## src/rtl/alu_operand_stage.sv

```systemverilog
// -----------------------------------------------------------------------------
// alu_operand_stage
//
// ID/EX pipeline register in front of the EX-stage ALU of the MIPS150 core.
// It captures decoded fields, resolves operand forwarding from MEM and WB,
// and builds the final A/B operand pair and ALUop for the ALU. The next cycle
// sees these values directly. It supports downstream stall (hold), flush
// (bubble insertion) and WB refresh of operands that are held during a stall.
//
// Optional feature macro: OPSTAGE_PERF_EN
//   When defined, the stall_cnt and bubble_cnt performance counters and their
//   ports are added. When undefined, those ports are absent and the core
//   behaviour is unchanged.
//
// Parameters:
//   DW  datapath width (operands, register data)
//   RW  register address width
//
// Ports:
//   clk, rst            clock; asynchronous active-high reset
//   in_valid/in_ready   decode-side handshake (in_ready is combinational)
//   flush               squash stage contents (branch/jump redirect)
//   ex_stall            EX cannot consume this cycle
//   rs/rt/rd_addr       source and destination register numbers
//   rs_data, rt_data    register-file read data
//   imm16, shamt        instruction immediate fields
//   opsel               operand-select encoding
//   alu_op_in           ALUop from decode
//   fwd_mem_*           MEM-stage writeback candidate (forwarding)
//   fwd_wb_*            WB-stage writeback (forwarding and held refresh)
//   A, B, ALUop         registered ALU operands and operation
//   rd_out              registered destination register
//   out_valid           A/B/ALUop hold a live instruction
//   stall_cnt           (OPSTAGE_PERF_EN) cycles with out_valid & ex_stall
//   bubble_cnt          (OPSTAGE_PERF_EN) edges loading ALU_XXX via bubble/flush
// -----------------------------------------------------------------------------
module alu_operand_stage #(
  parameter int DW = 32,
  parameter int RW = 5
) (
  input  logic          clk,
  input  logic          rst,
  input  logic          in_valid,
  output logic          in_ready,
  input  logic          flush,
  input  logic          ex_stall,
  input  logic [RW-1:0] rs_addr,
  input  logic [RW-1:0] rt_addr,
  input  logic [RW-1:0] rd_addr,
  input  logic [DW-1:0] rs_data,
  input  logic [DW-1:0] rt_data,
  input  logic [15:0]   imm16,
  input  logic [4:0]    shamt,
  input  logic [2:0]    opsel,
  input  logic [3:0]    alu_op_in,
  input  logic          fwd_mem_we,
  input  logic [RW-1:0] fwd_mem_addr,
  input  logic [DW-1:0] fwd_mem_data,
  input  logic          fwd_wb_we,
  input  logic [RW-1:0] fwd_wb_addr,
  input  logic [DW-1:0] fwd_wb_data,
  output logic [DW-1:0] A,
  output logic [DW-1:0] B,
  output logic [3:0]    ALUop,
  output logic [RW-1:0] rd_out,
`ifdef OPSTAGE_PERF_EN
  output logic [31:0]   stall_cnt,
  output logic [31:0]   bubble_cnt,
`endif
  output logic          out_valid
);

  // Shared ALUop encodings
  localparam logic [3:0] ALU_ADDU = 4'd0;
  localparam logic [3:0] ALU_SUBU = 4'd1;
  localparam logic [3:0] ALU_SLT  = 4'd2;
  localparam logic [3:0] ALU_SLTU = 4'd3;
  localparam logic [3:0] ALU_AND  = 4'd4;
  localparam logic [3:0] ALU_OR   = 4'd5;
  localparam logic [3:0] ALU_XOR  = 4'd6;
  localparam logic [3:0] ALU_LUI  = 4'd7;
  localparam logic [3:0] ALU_SLL  = 4'd8;
  localparam logic [3:0] ALU_SRL  = 4'd9;
  localparam logic [3:0] ALU_SRA  = 4'd10;
  localparam logic [3:0] ALU_NOR  = 4'd11;
  localparam logic [3:0] ALU_XXX  = 4'd15;

  // Operand-select encodings
  localparam logic [2:0] OPSEL_RR    = 3'd0;
  localparam logic [2:0] OPSEL_RI_S  = 3'd1;
  localparam logic [2:0] OPSEL_RI_Z  = 3'd2;
  localparam logic [2:0] OPSEL_SHAMT = 3'd3;
  localparam logic [2:0] OPSEL_SHVAR = 3'd4;
  localparam logic [2:0] OPSEL_LUI   = 3'd5;

  // Which operand slot a held source register feeds
  typedef enum logic [1:0] {
    SLOT_NONE = 2'd0,
    SLOT_A    = 2'd1,
    SLOT_B    = 2'd2
  } slot_e;

  function automatic logic [DW-1:0] sext16(input logic [15:0] v);
    return {{(DW-16){v[15]}}, v};
  endfunction

  function automatic logic [DW-1:0] zext16(input logic [15:0] v);
    return {{(DW-16){1'b0}}, v};
  endfunction

  function automatic logic [DW-1:0] zext5(input logic [4:0] v);
    return {{(DW-5){1'b0}}, v};
  endfunction

  // Register 0 is never forwarded; MEM is younger than WB so it wins.
  function automatic logic [DW-1:0] fwd_sel(
    input logic [RW-1:0] r,
    input logic [DW-1:0] raw,
    input logic          mem_we,
    input logic [RW-1:0] mem_addr,
    input logic [DW-1:0] mem_data,
    input logic          wb_we,
    input logic [RW-1:0] wb_addr,
    input logic [DW-1:0] wb_data
  );
    if (r == '0)                         return raw;
    else if (mem_we && (mem_addr == r))  return mem_data;
    else if (wb_we && (wb_addr == r))    return wb_data;
    else                                 return raw;
  endfunction

  // Stage registers
  logic [DW-1:0] r_a_p1;
  logic [DW-1:0] r_b_p1;
  logic [3:0]    r_op_p1;
  logic [RW-1:0] r_rd_p1;
  logic          r_vld_p1;
  logic [RW-1:0] r_rs_addr_p1;
  logic [RW-1:0] r_rt_addr_p1;
  slot_e         r_rs_slot_p1;
  slot_e         r_rt_slot_p1;
  logic          r_rs_mask_p1;

  // Capture-path wires
  logic [DW-1:0] w_rs_fwd;
  logic [DW-1:0] w_rt_fwd;
  logic          w_sra;
  logic [DW-1:0] w_a;
  logic [DW-1:0] w_b;
  logic [3:0]    w_op;
  slot_e         w_rs_slot;
  slot_e         w_rt_slot;
  logic          w_rs_mask;

  // Refresh-path wires
  logic          w_wb_ok;
  logic          w_rs_hit;
  logic          w_rt_hit;
  logic [DW-1:0] w_rs_ref_val;
  logic [DW-1:0] w_a_ref;
  logic [DW-1:0] w_b_ref;

  logic          w_hold;
  logic          w_bubble;

  assign in_ready = ~r_vld_p1 | ~ex_stall;
  assign w_hold   = ~in_ready;
  assign w_bubble = flush | (in_ready & ~in_valid);

  assign w_rs_fwd = fwd_sel(rs_addr, rs_data, fwd_mem_we, fwd_mem_addr,
                            fwd_mem_data, fwd_wb_we, fwd_wb_addr, fwd_wb_data);
  assign w_rt_fwd = fwd_sel(rt_addr, rt_data, fwd_mem_we, fwd_mem_addr,
                            fwd_mem_data, fwd_wb_we, fwd_wb_addr, fwd_wb_data);

  assign w_sra = (alu_op_in == ALU_SRA);

  // ---------------- p0 -> p1 : operand build ----------------
  // Shifts normally put the shifted value in A and the amount in B; SRA is
  // wired the other way round in the ALU, so its operands are swapped here.
  always_comb begin
    w_a       = '0;
    w_b       = '0;
    w_op      = alu_op_in;
    w_rs_slot = SLOT_NONE;
    w_rt_slot = SLOT_NONE;
    w_rs_mask = 1'b0;
    case (opsel)
      OPSEL_RR: begin
        w_a       = w_rs_fwd;
        w_b       = w_rt_fwd;
        w_rs_slot = SLOT_A;
        w_rt_slot = SLOT_B;
      end
      OPSEL_RI_S: begin
        w_a       = w_rs_fwd;
        w_b       = sext16(imm16);
        w_rs_slot = SLOT_A;
      end
      OPSEL_RI_Z: begin
        w_a       = w_rs_fwd;
        w_b       = zext16(imm16);
        w_rs_slot = SLOT_A;
      end
      OPSEL_SHAMT: begin
        if (w_sra) begin
          w_a       = zext5(shamt);
          w_b       = w_rt_fwd;
          w_rt_slot = SLOT_B;
        end else begin
          w_a       = w_rt_fwd;
          w_b       = zext5(shamt);
          w_rt_slot = SLOT_A;
        end
      end
      OPSEL_SHVAR: begin
        w_rs_mask = 1'b1;
        if (w_sra) begin
          w_a       = zext5(w_rs_fwd[4:0]);
          w_b       = w_rt_fwd;
          w_rs_slot = SLOT_A;
          w_rt_slot = SLOT_B;
        end else begin
          w_a       = w_rt_fwd;
          w_b       = zext5(w_rs_fwd[4:0]);
          w_rs_slot = SLOT_B;
          w_rt_slot = SLOT_A;
        end
      end
      OPSEL_LUI: begin
        w_a = zext16(imm16);
        w_b = '0;
      end
      default: begin
        w_a  = '0;
        w_b  = '0;
        w_op = ALU_XXX;
      end
    endcase
  end

  // While held, a WB write to a held source rewrites the operand it feeds.
  // Only WB refreshes: a MEM value may still be superseded before it retires.
  assign w_wb_ok  = fwd_wb_we && (fwd_wb_addr != '0);
  assign w_rs_hit = w_wb_ok && (fwd_wb_addr == r_rs_addr_p1) && (r_rs_slot_p1 != SLOT_NONE);
  assign w_rt_hit = w_wb_ok && (fwd_wb_addr == r_rt_addr_p1) && (r_rt_slot_p1 != SLOT_NONE);
  assign w_rs_ref_val = r_rs_mask_p1 ? zext5(fwd_wb_data[4:0]) : fwd_wb_data;

  always_comb begin
    w_a_ref = r_a_p1;
    w_b_ref = r_b_p1;
    if (w_rs_hit) begin
      if (r_rs_slot_p1 == SLOT_A) w_a_ref = w_rs_ref_val;
      else                        w_b_ref = w_rs_ref_val;
    end
    if (w_rt_hit) begin
      if (r_rt_slot_p1 == SLOT_A) w_a_ref = fwd_wb_data;
      else                        w_b_ref = fwd_wb_data;
    end
  end

  // ---------------- p1 : stage register ----------------
  always_ff @(posedge clk or posedge rst) begin
    if (rst) begin
      r_vld_p1     <= 1'b0;
      r_a_p1       <= '0;
      r_b_p1       <= '0;
      r_op_p1      <= ALU_XXX;
      r_rd_p1      <= '0;
      r_rs_addr_p1 <= '0;
      r_rt_addr_p1 <= '0;
      r_rs_slot_p1 <= SLOT_NONE;
      r_rt_slot_p1 <= SLOT_NONE;
      r_rs_mask_p1 <= 1'b0;
    end else if (flush) begin
      r_vld_p1     <= 1'b0;
      r_op_p1      <= ALU_XXX;
      r_rd_p1      <= '0;
      r_rs_slot_p1 <= SLOT_NONE;
      r_rt_slot_p1 <= SLOT_NONE;
    end else if (w_hold) begin
      r_a_p1 <= w_a_ref;
      r_b_p1 <= w_b_ref;
    end else if (in_valid) begin
      r_vld_p1     <= 1'b1;
      r_a_p1       <= w_a;
      r_b_p1       <= w_b;
      r_op_p1      <= w_op;
      r_rd_p1      <= rd_addr;
      r_rs_addr_p1 <= rs_addr;
      r_rt_addr_p1 <= rt_addr;
      r_rs_slot_p1 <= w_rs_slot;
      r_rt_slot_p1 <= w_rt_slot;
      r_rs_mask_p1 <= w_rs_mask;
    end else begin
      r_vld_p1     <= 1'b0;
      r_op_p1      <= ALU_XXX;
      r_rs_slot_p1 <= SLOT_NONE;
      r_rt_slot_p1 <= SLOT_NONE;
    end
  end

  assign A         = r_a_p1;
  assign B         = r_b_p1;
  assign ALUop     = r_op_p1;
  assign rd_out    = r_rd_p1;
  assign out_valid = r_vld_p1;

`ifdef OPSTAGE_PERF_EN
  logic [31:0] r_stall_cnt;
  logic [31:0] r_bubble_cnt;

  // Both counters wrap naturally at 2^32.
  always_ff @(posedge clk or posedge rst) begin
    if (rst) begin
      r_stall_cnt  <= '0;
      r_bubble_cnt <= '0;
    end else begin
      if (r_vld_p1 && ex_stall) r_stall_cnt  <= r_stall_cnt + 32'd1;
      if (w_bubble)             r_bubble_cnt <= r_bubble_cnt + 32'd1;
    end
  end

  assign stall_cnt  = r_stall_cnt;
  assign bubble_cnt = r_bubble_cnt;
`else
  logic w_unused;
  assign w_unused = w_bubble;
`endif

endmodule
```

## config.mk

```make
export PLATFORM = sky130hd
export DESIGN_NAME = alu_operand_stage
export DESIGN_NICKNAME = d
export VERILOG_FILES = /design/src/rtl/alu_operand_stage.sv
export SDC_FILE = /design/constraint.sdc
export NUM_CORES = 1
export LEC_CHECK = 0
export ABC_AREA = 1
export BUFFER_PORTS_ARGS = -buffer_cell sky130_fd_sc_hd__buf_2
export CAP_MARGIN = 20
export CORE_MARGIN = 5
export CORE_UTILIZATION = 25
export DETAILED_ROUTE_END_ITERATION = 16
export PLACE_DENSITY = 0.51
export SETUP_SLACK_MARGIN = 0.2
export SKIP_CTS_REPAIR_TIMING = 1
export SYNTH_ARGS = -nofsm -noshare
export SYNTH_HDL_FRONTEND = slang
export SYNTH_SLANG_ARGS = --single-unit
```

## constraint.sdc

```tcl
create_clock -name clk -period 3.3 [get_ports clk]
set_input_delay 0.165 -clock clk [delete_from_list [all_inputs] [get_ports clk]]
set_output_delay 0.165 -clock clk [all_outputs]
set_load 0.02 [all_outputs]
```

# Word level (Yosys, flattened, before mapping)
# Cells that the tools add are included.
[classes] reduce_logical=23 eq_ne=15 bitwise_logic=4 n_mux=46
[ops] cell="$mux 32" n=23
[ops] cell="$pmux 32 s5" n=1
[ops] cell="$pmux 32 s4" n=1
[ops] cell="$eq 5x5->1" n=6
[ops] cell="$mux 2" n=8
[ops] cell="$mux 4" n=4
[ops] cell="$mux 5" n=3
[ops] cell="$logic_not 5->1" n=2
[ops] cell="$logic_and 1x1->1" n=9
[ops] cell="$pmux 2 s2" n=2
[ops] cell="$reduce_bool 2->1" n=4
[ops] cell="$eq 3x2->1 const B" n=2
[ops] cell="$eq 3x3->1 const B" n=2
[ops] cell="$reduce_or 6->1" n=1
[ops] cell="$reduce_bool 5->1" n=1
[ops] cell="$eq 2x1->1 const B" n=2
[ops] cell="$eq 4x4->1 const B" n=1
[ops] cell="$mux 1" n=4
[ops] cell="$reduce_and 2->1" n=2
[ops] cell="$eq 3x1->1 const B" n=1
[ops] cell="$logic_not 3->1" n=1
[ops] cell="$not 1->1" n=3
[ops] cell="$reduce_and 3->1" n=1
[ops] cell="$reduce_or 3->1" n=1
[ops] cell="other kinds (3)" n=3
[word_totals] regBits=89 wordCells=98 input_bits=188

# Longest topological paths before layout
[depth] ltp_word=9 ltp_mapped=16 mapped_depth_nobuf=15

# Worst setup path before layout
# No wires, ideal clock.
[synth_timing] path_type="register -> register" start="register r_vld_p1, in the netlist out_valid" end="register r_a_p1[26], in the netlist A[26]" slack_ps=1484 required_time_ps=3175 stages_incl_launch_ff=9 synth_period_minus_slack_ps=1816 t_arrival_ps=1691 n_path_buf=1 cell_sequence="dfrtp_1 > nand2_1 > nor2_1 > clkinv_1 > nand2_1 > inv_2 > clkbuf_1 > a31oi_1 > a21oi_1"
[synth_via] elab_chain_cells=4 word_cells_on_any_way=5
[synth_rtl] element="start: declaration" line="137" rtl="logic r_vld_p1;"
[synth_rtl] element="start signal: assignment" line="264" rtl="r_vld_p1 <= 1'b0;"
[synth_rtl] element="start signal: assignment" line="275" rtl="r_vld_p1 <= 1'b0;"
[synth_rtl] element="start signal: assignment" line="284" rtl="r_vld_p1 <= 1'b1;"
[synth_rtl] element="$not 1->1 (*)" line="166" rtl="assign in_ready = ~r_vld_p1 | ~ex_stall;"
[synth_rtl] element="$or 1x1->1 (*)" line="166"
[synth_rtl] element="$ne 2x2->1 (no line)"
[synth_rtl] element="$reduce_and 2->1 (no line)"
[synth_rtl] element="end signal: assignment" line="281" rtl="r_a_p1 <= w_a_ref;"
[synth_rtl] element="end signal: assignment" line="285" rtl="r_a_p1 <= w_a;"
[synth_rtl] element="end: declaration" line="133" rtl="logic [DW-1:0] r_a_p1;"
# Mark *: on every way between the ends. The rest lies on a longest branch, timed or not.
# A chain may end at the register's enable or synchronous reset.

# Worst setup path in the final report
[layout_timing] start="register r_vld_p1, in the netlist out_valid" end="register r_a_p1[18], in the netlist A[18]"
# Same word-level chain as after synthesis.

==> impl_table.tex <==
\begin{tabular}{lr}
\hline
Metric & Value \\
\hline
\multicolumn{2}{l}{\textbf{Run status}} \\
\quad Result of the run & complete, no violations \\
\multicolumn{2}{l}{\textbf{Logic synthesis}} \\
\quad Mean post-synth cell area & 5.783 um\^{}2 \\
\quad Top FF cell, synth & dfrtp\_1 \\
\quad Area of the mapped netlist & 9010 um\^{}2 \\
\quad Synth unique cells & 45 \\
\quad Number of enable flip-flop cells after synthesis & 0 \\
\quad Net count after synthesis & 1,746 \\
\quad Register area share after synthesis & 0.2477 \\
\quad Number of synthesized register bits & 89 \\
\quad Synthesized instance count & 1,558 \\
\quad Yosys warning count & 0 \\
\quad Share of synthesized registers carrying an async set or reset & 1.000 \\
\multicolumn{2}{l}{\textbf{Die}} \\
\quad Core ar. & 35,570 um\^{}2 \\
\quad Vertical die dimension & 199.8 um \\
\quad Die footprint & 39,940 um\^{}2 \\
\quad Number of I/O pins & 263 \\
\quad Initial standard-cell utilization of the core & 0.2533 \\
\quad Die X & 199.8 um \\
\quad Row Count & 69 \\
\multicolumn{2}{l}{\textbf{Timing}} \\
\quad RSZ-0062 raised after global routing & no \\
\quad Transition time of the tightest slew-check pin & 1.134 ns \\
\quad Final setup violation count & 0 \\
\quad Final critical-path required period & 2.673 ns \\
\quad Portion of the clock cycle consumed by the worst path in the final layout & 0.8101 \\
\quad Tightest hold margin & 0.008497 ns \\
\quad Fin Setup TNS & 0 ns \\
\quad FMAX & 374.1 MHz \\
\quad Final Hold Violating Endpoints & 0 \\
\quad Slew HR & 0.2441 \\
\quad Worst clock skew & 0.01480 ns \\
\quad Final number of max-transition violations & 0 \\
\multicolumn{2}{l}{\textbf{Critical path}} \\
\quad Required time of the critical path & 3.54 ns \\
\quad Stage delay of the slowest cell on the critical path & 0.52 ns \\
\quad Critical path data arrival time & 2.91 ns \\
\quad Critical-path top delay cell & inv\_2 \\
\quad CP Launch Type & flip-flop \\
\quad CP Class & reg -> reg \\
\quad Cell breakdown of the critical path & nand2\_2 -> nor2\_1 -> clkinv\_1 -> nand2\_4 -> inv\_2 -> a31oi\_1 -> a21oi\_1 \\
\quad Critical path endpoint category & flip-flop \\
\quad Maximum net fanout on the critical path & 54 \\
\quad Worst-case reg-to-reg path depth & 7 \\
\multicolumn{2}{l}{\textbf{Routing}} \\
\quad Violation count after the first detailed-route iteration & 901 \\
\quad Post-detailed-route via-to-cell ratio & 4.991 \\
\quad Wire length per cell & 18.70 um \\
\quad Post-route DRC & 0 \\
\quad Detail Route Antenna Nets & 0 \\
\quad Number of detailed-route iterations in the first pass & 5 \\
\quad Routed wire length & 41.76 mm \\
\quad Overall via count from detail\_route & 11,150 \\
\multicolumn{2}{l}{\textbf{GRT}} \\
\quad Number of antenna violations at the first check in global routing & 5 \\
\quad Global-route wire length before repair & 62.18 mm \\
\quad Maximum number of pins on one net before global-route repair & 66 \\
\quad Global Route Usage Sum & 0.2004 \\
\quad Total overflow reported by the global router & 0 \\
\quad Vias in the first global route & 10,630 \\
\multicolumn{2}{l}{\textbf{Clock tree}} \\
\quad Number of sinks handled by clock tree synthesis & 89 \\
\quad CTS tree & yes \\
\quad Cts bufs inserted & 9 \\
\quad Level count of the clock H-tree & 3 \\
\quad Clk buf depth & 2 \\
\quad Insertion delay to the later sink of the worst-skew pair & 0.36 ns \\
\quad Post-CTS clock slew at the launch and capture registers of the worst setup and hold paths & 0.08 ns \\
\quad Clock root buffer master & clkbuf\_16 \\
\multicolumn{2}{l}{\textbf{Min path}} \\
\quad Hold-critical path depth & 3 \\
\quad Path category of the worst min-delay check & in -> reg \\
\multicolumn{2}{l}{\textbf{Cells and area}} \\
\quad Commonest cells after routing, fill and taps aside & nand2\_1, buf\_2, a21oi\_1 \\
\quad Area of all sequential standard cells & 2232 um\^{}2 \\
\quad Area used by multi-input combinational logic & 5634 um\^{}2 \\
\quad Layout filler cell count & 4,030 \\
\quad Most frequent standard cell in the layout excluding fill and tap cells & nand2\_1 \\
\quad Area growth, synth to finish & 20.51\% \\
\quad Number of nets at the end of the flow & 1,953 \\
\quad Share of cells above drive strength 1 & 0.2102 \\
\multicolumn{2}{l}{\textbf{Pwr}} \\
\quad Part of the power in registers & 0.350 \\
\quad Internal power & 2446 uW \\
\quad Leakage power figure & 0.005985 uW \\
\quad Fraction of power consumed by combinational cells & 0.386 \\
\quad Clock Power Share & 0.264 \\
\quad Reported net switching power & 1779 uW \\
\quad Switching share of power & 0.4210 \\
\quad Power Density & 389.1 nW/um\^{}2 \\
\quad Worst supply voltage drop on vdd & 0.0002162 V \\
\multicolumn{2}{l}{\textbf{Placed design}} \\
\quad Final estimated routing congestion in global placement & 0.8783 \\
\quad Count of input and output buffers & 262 \\
\quad Post-detail-place hpwl & 29.18 mm \\
\multicolumn{2}{l}{\textbf{Job}} \\
\quad Maxcap violations & 0 \\
\hline
\end{tabular}
==> area by class of cell <==
type,instances,area share
Sequential cell,89,0.2056
Multi-Input combinational cell,1221,0.5189
Antenna cell,2,0.0004609
Inverter,158,0.05577
Tap cell,461,0.05312
Clock buffer,10,0.02109
Timing Repair Buffer,286,0.1387
Clock inverter,6,0.006338
==> power groups by stage <==
| stage | logic, uW | registers, uW | clock network [uW] |
|---|---|---|---|
| after CTS | 1640 | 1480 | 1150 |
| after global placement | 1620 | 1500 | 0 |
| after floorplan | 831 | 1650 | 0 |
| after detailed placement | 1640 | 1500 | 0 |
| after global routing | 1810 | 1510 | 1170 |
| final | 1630 | 1480 | 1120 |
==> worst max-delay path, delay by kind of cell (launching register included) <==
| kind | cells | cell delay (ns) |
|---|---|---|
| flops | 1 | 0.37 |
| compound gates | 2 | 0.43 |
| simple gates | 3 | 0.80 |
| buf+inv | 2 | 0.89 |
==> through the flow <==
stage / power, uW / worst slack [ns] / utilization / area [um^2] / cells
final: 4225 / 0.6266 / 0.3053 / 10860 / 2233
after global routing: 4494 / 0.3786 / 0.3052 / 10860 / 2232
after detailed placement: 3134 / 0.6641 / 0.2965 / 10550 / 2214
after global placement: 3117 / 0.7390 / 0.2965 / 10550 / 2214
after CTS: 4271 / 0.6501 / 0.3048 / 10840 / 2230
after floorplan: 2484 / 0.8347 / - / 9010 / 1558
==> cells in the mapped netlist (15+ instances only) <==
master	instances	area [um^2]
o21a_1	27	202.7
nand2_1	541	2031
dfrtp_1	85	2127
nand3_1	90	450.4
o21ai_1	35	175.2
nor2_1	154	578.1
o21ai_0	126	630.6
a21oi_1	162	810.8
inv_1	132	495.5
a31oi_1	15	93.84
buf_2	29	145.1
inv_2	21	78.83
clkbuf_1	26	97.59
==> sequential cells by signal (all words and copies together) (netlist names) <==
| name | count |
|---|---|
| A | 32 |
| B | 32 |
| r_rs_addr_p1 | 5 |
| r_rt_addr_p1 | 5 |
| rd_out | 5 |
| ALUop | 4 |
| r_rs_slot_p1 | 2 |
| r_rt_slot_p1 | 2 |
| out_valid | 1 |
| r_rs_mask_p1 | 1 |
==> logic make-up after synthesis <==
logic type                after synthesis  synth area share
and+or+nand+nor                       826            0.3830
AOI/OAI and AO/OA                     391            0.2358
buffers and inverters                 248            0.1296
DFF                                    89            0.2477
xor gates and xnor gates                4          0.003888
==> per-layer routing <==
metal / vias to the layer above / part of all wire / global-route usage
met5: - / 0.0013 / 0
met1: 5116 / 0.42 / 0.2633
met2: 513 / 0.46 / 0.3332
met3: 86 / 0.089 / 0.04330
li1: 5422 / - / -
met4: 8 / 0.028 / 0.05811
==> worst paths after layout <==
check                      slack (ns)         to  startpoint
hold / removal                  0.008  rd_out[0]  rd_addr[0]
max in group asynchronous        2.09   ALUop[3]         rst
setup / recovery                 0.63      A[18]   out_valid
hold reg to reg                  0.51  rd_out[1]   rd_out[1]
setup reg to reg                 0.63      A[18]   out_valid
min in group asynchronous        0.44      B[20]         rst
Note: power is estimated with default switching activity, not from simulation.
